File: config.mk
export PLATFORM = sky130hd
export DESIGN_NAME = sync_frame_transmitter
export DESIGN_NICKNAME = d
export VERILOG_FILES = /design/src/rtl/sync_frame_transmitter.sv
export SDC_FILE = /design/constraint.sdc
export NUM_CORES = 1
export LEC_CHECK = 0
export CORE_MARGIN = 3
export CORE_UTILIZATION = 50
export CTS_BUF_LIST = sky130_fd_sc_hd__clkbuf_4 sky130_fd_sc_hd__clkbuf_8
export DETAILED_ROUTE_END_ITERATION = 6
export GPL_TIMING_DRIVEN = 0
export HOLD_SLACK_MARGIN = 0.05
export PLACE_DENSITY = 0.76
export SETUP_SLACK_MARGIN = 0.2
export SLEW_MARGIN = 10
export SYNTH_ARGS = -nofsm -noshare
export SYNTH_HDL_FRONTEND = slang
export SYNTH_SLANG_ARGS = --single-unit
File: constraint.sdc
create_clock -name clock -period 1.6 [get_ports clock]
set_input_delay 0.32 -clock clock [delete_from_list [all_inputs] [get_ports clock]]
set_output_delay 0.32 -clock clock [all_outputs]
set_load 0.02 [all_outputs]
File: src/rtl/sync_frame_transmitter.sv
// Source end of the "1011" sync-marker serial link: sends the marker, then the
// payload MSB-first, stuffing a 0 after every "101" so the marker stays unique.
module sync_frame_transmitter #(
  parameter int DATA_WIDTH = 8
) (
  input  logic                  clock,
  input  logic                  reset,
  input  logic                  start,
  input  logic [DATA_WIDTH-1:0] data_in,
  output logic                  ready,
  output logic                  sequence_out,
  output logic                  busy,
  output logic                  frame_done
);

  localparam int CNT_W = $clog2(DATA_WIDTH + 1);
  localparam logic [3:0] SyncMarker = 4'b1011;

  typedef enum logic [1:0] {IDLE, SYNC, DATA, STUFF} state_t;

  // state_q names the kind of bit currently on the line.
  state_t                state_q, state_d;
  logic [DATA_WIDTH-1:0] shift_q, shift_d;
  logic [CNT_W-1:0]      bitCnt_q, bitCnt_d;
  logic [1:0]            syncIdx_q, syncIdx_d;
  logic [2:0]            hist_q, hist_d;
  logic                  seq_q, seq_d;
  logic                  done_q, done_d;
  logic                  emitData;

  always_comb begin
    state_d   = state_q;
    shift_d   = shift_q;
    bitCnt_d  = bitCnt_q;
    syncIdx_d = syncIdx_q;
    hist_d    = hist_q;
    seq_d     = 1'b0;
    done_d    = 1'b0;
    emitData  = 1'b0;

    unique case (state_q)
      IDLE: begin
        if (start) begin
          state_d   = SYNC;
          shift_d   = data_in;
          bitCnt_d  = '0;
          syncIdx_d = 2'd0;
          seq_d     = SyncMarker[3];
          hist_d    = {hist_q[1:0], SyncMarker[3]};
        end
      end
      SYNC: begin
        if (syncIdx_q != 2'd3) begin
          // Marker bit k (sent k-th) lives at SyncMarker[3-k], i.e. index ~k.
          syncIdx_d = syncIdx_q + 2'd1;
          seq_d     = SyncMarker[~syncIdx_d];
          hist_d    = {hist_q[1:0], SyncMarker[~syncIdx_d]};
        end else begin
          emitData = 1'b1;
        end
      end
      DATA: begin
        if (bitCnt_q == CNT_W'(DATA_WIDTH)) begin
          state_d = IDLE;
        end else if (hist_q == 3'b101) begin
          state_d = STUFF;
          hist_d  = {hist_q[1:0], 1'b0};
        end else begin
          emitData = 1'b1;
        end
      end
      STUFF: begin
        emitData = 1'b1;
      end
      default: begin
        state_d = IDLE;
      end
    endcase

    if (emitData) begin
      state_d  = DATA;
      seq_d    = shift_q[DATA_WIDTH-1];
      shift_d  = {shift_q[DATA_WIDTH-2:0], 1'b0};
      bitCnt_d = bitCnt_q + 1'b1;
      hist_d   = {hist_q[1:0], shift_q[DATA_WIDTH-1]};
      done_d   = (bitCnt_q == CNT_W'(DATA_WIDTH - 1));
    end
  end

  always_ff @(posedge clock or negedge reset) begin
    if (!reset) begin
      state_q   <= IDLE;
      shift_q   <= '0;
      bitCnt_q  <= '0;
      syncIdx_q <= 2'd0;
      hist_q    <= 3'b000;
      seq_q     <= 1'b0;
      done_q    <= 1'b0;
    end else begin
      state_q   <= state_d;
      shift_q   <= shift_d;
      bitCnt_q  <= bitCnt_d;
      syncIdx_q <= syncIdx_d;
      hist_q    <= hist_d;
      seq_q     <= seq_d;
      done_q    <= done_d;
    end
  end

  assign sequence_out = seq_q;
  assign frame_done   = done_q;
  assign ready        = (state_q == IDLE);
  assign busy         = ~ready;

endmodule

==> reports/results.tsv <==
stage	metric	value	unit
run_status	status	complete, but fails checks	
run_status	failing checks	setup timing	
cells_and_area	fin area	0.001957	sq mm
synthesis	synth unique cells	41	
place	Cell Area, Placed	0.001460	sq mm
sta	Final Max Slew Viols	0	
sta	Clock Skew	0.003945	ns
synthesis	Post-synth top flop	dfrtp_1	
sta	Setup violations, final	20	
job	max cap viols	0	
clock_network	htree depth	1	
clock_network	worst skew pair latency	0.33	ns
floorplan	Starting Density	0.5432	
setup_path	Critical Path Start Type	flip-flop	
synthesis	Syn Inst Count	112	
grt	pin count of the biggest net entering global routing	22	
grt	global-route wire length before repair	5.892	mm
clock_network	Worst-path clk slew	0.12	ns
routing	via count	1176	
sta	Worst slew margin	0.3660	
grt	vias in the first global route	1177	
routing	DR pass1 iterations	4	
floorplan	row cnt	17	
routing	WL final	3.990	mm
grt	total grt overflow	0	
power	Max VDD drop	0.001641	V
clock_network	CTS buffer count	3	
grt	initial antenna violation count	0	
sta	unrepaired setup endpoints after global routing	yes	
hold_path	HP Class	in2async	
power	Leak Pwr	0.9156	nW
cells_and_area	diodes inserted	0	
sta	Peak Freq	0.5505	GHz
setup_path	Data arrival, critical path	2.07	ns
setup_path	Reg2Reg Depth	7	
floorplan	Core Area	0.002276	sq mm
routing	DRC violation count after routing	0	
clock_network	CTS tree	done	
synthesis	register area share after synthesis	0.4251	
synthesis	Post-synth EDFFs	0	
cells_and_area	Syn-to-layout area delta	58.30	%
cells_and_area	Final #Nets	181	
synthesis	most frequent cells after synthesis	dfrtp_1 (21), nand2_1 (14), and3_1 (8), ha_1 (8)	
floorplan	Die Height	55.72	microns
synthesis	top-area cell type share of the netlist area	0.4251	
clock_network	CTS Buffer Depth	2	
place	IO Port Bufs	14	
setup_path	CP max FO	5	
cells_and_area	share of layout cells above drive strength 1	0.4907	
routing	DR iter-0 viols	58	
cells_and_area	fin cells	189	
sta	Final period util	1.135	
floorplan	area of the die	0.003105	sq mm
routing	Detail Route Antenna Nets	0	
routing	via/cell ratio	6.222	
floorplan	die width	55.72	microns
synthesis	Mapped Area	0.001236	sq mm
setup_path	reg2reg start	bitCnt_q[0]	
place	post-detail-place hpwl	1.955	mm
sta	worst slew pin tran	0.9480	ns
sta	minimum clock period	1.817	ns
synthesis	yosys warns	0	
floorplan	IO Pins	15	
sta	final setup margin	-0.2167	ns
setup_path	critical path class	reg2reg	
sta	final hold violations	0	
synthesis	Mean Syn Cell Area	11.04	sq um
clock_network	Sink Count	21	
sta	Hold WS	0.5017	ns
setup_path	Worst Setup End Kind	flip-flop	
synthesis	synthesized net count	131	
power	Power Dens Cells	2348	mW/mm^2
synthesis	Synth Register Bits	21	
routing	DR WL/cell	21.11	microns
clock_network	Post-CTS Hold Buffers	0	
place	# placed instances	154	
grt	GR Util All Layers	0.2465	
setup_path	worst path required time	1.86	ns
synthesis	fraction of registers with async set/reset	1.000	
setup_path	register-to-register setup slack	-0.22	ns
synthesis	most frequent cell after synthesis	dfrtp_1	
synthesis	Yosys top cell by area	dfrtp_1	
place	routability cong.	0.7744	
synthesis	top cells by area, synth	dfrtp_1 (43%), ha_1 (8.1%), a221o_1 (5.7%)	
clock_network	Root Driver	clkbuf_4	
setup_path	r2r endpoint	bitCnt_q[3]	
area by class of cell:
cell class | count | area, sq um
clock inverter | 1 | 5.005
inverter | 9 | 46.29
clock buffer | 3 | 22.52
multi-input combinational | 79 | 858.3
sequential | 21 | 525.5
buffer | 4 | 56.30
tap | 28 | 35.03
fill | 112 | 319.1
timing repair buffer | 44 | 407.9
per-stage QoR:
stage | setup WS [ns] | power, mW | util | setup TNS, ns
2_1_floorplan | -0.1112 | 2.434 | - | -0.6730
3_3_place_gp | -0.2008 | 2.757 | 0.6416 | -2.173
3_5_place_dp | -0.2573 | 2.865 | 0.6416 | -2.950
4_1_cts | -0.1440 | 4.163 | 0.8202 | -1.158
5_1_grt | -0.2757 | 4.858 | 0.8598 | -4.074
6_report | -0.2167 | 4.594 | 0.8598 | -3.282
flip-flops by register name (all words and copies together) (netlist names):
signal / cells
bitCnt_q: 4
frame_done: 1
hist_q: 3
sequence_out: 1
shift_q: 8
state_q: 2
syncIdx_q: 2
kinds of logic after synthesis:
| group | Yosys count | synth area share |
|---|---|---|
| adders and majority gates | 8 | 0.08097 |
| muxes | 7 | 0.05972 |
| AOI/OAI and AO/OA | 30 | 0.2237 |
| buffers and inverters | 13 | 0.06074 |
| xor gates and xnor gates | 1 | 0.007086 |
| and+or+nand+nor | 32 | 0.1427 |
| DFF | 21 | 0.4251 |
how the worst max path moves through the flow:
stage	startpoint	cells past startpoint	end	slack [ns]
2_1_floorplan	bitCnt_q[0]	6	hist_q[1]	-0.11
3_3_place_gp	state_q[1]	7	hist_q[2]	-0.20
3_5_place_dp	bitCnt_q[0]	6	hist_q[1]	-0.26
4_1_cts	bitCnt_q[0]	6	hist_q[1]	-0.14
5_1_grt	bitCnt_q[0]	7	bitCnt_q[3]	-0.28
6_report	bitCnt_q[0]	7	bitCnt_q[3]	-0.22
repair_timing:
item | in CTS | in global routing
endpoints found under the setup margin | 25 | 24
gates resized for setup | 52 | 10
pin swaps | 10 | 13
buffers inserted | 22 | 7
endpoints found under the hold margin | 0 | 0
gates cloned | 2 | 0
critical path, cell delays in order, from the launching register on:
cell and delay [ns]:
dfrtp_1 0.40, inv_2 0.06, ha_4 0.15, and3b_4 0.20
o31a_4 0.39, nor2_4 0.20, buf_6 0.16, mux2i_1 0.19
power by group:
group,total [mW],internal [mW],switching [mW]
clock network,0.272,0.0942,0.178
logic,3.34,1.81,1.53
registers,0.981,0.775,0.206
cells in the final DEF (no fill, tap or decap), drive strengths merged, types with 2 or more instances in the layout:
cell type and n:
a22oi 2, nand3 2, ha 8, and3b 2, mux2 3, clkbuf 5
inv 9, buf 34, dfrtp 21, mux2i 4, a21boi 2, nor2 2
o21ai 4, and3 8, nand2 14, a2bb2oi 2, clkdlybuf4s50 10, a221o 7
a22o 2, a21oi 4, o22ai 2
metal layers:
layer | GRT usage | up-vias | share of wire
li1 | - | 516 | -
met5 | 0 | - | 0
met3 | 0.06032 | 12 | 0.050
met4 | 0.08333 | 0 | 0.043
met2 | 0.4409 | 44 | 0.51
met1 | 0.2845 | 604 | 0.40
Power figures use the tool's default switching activity.
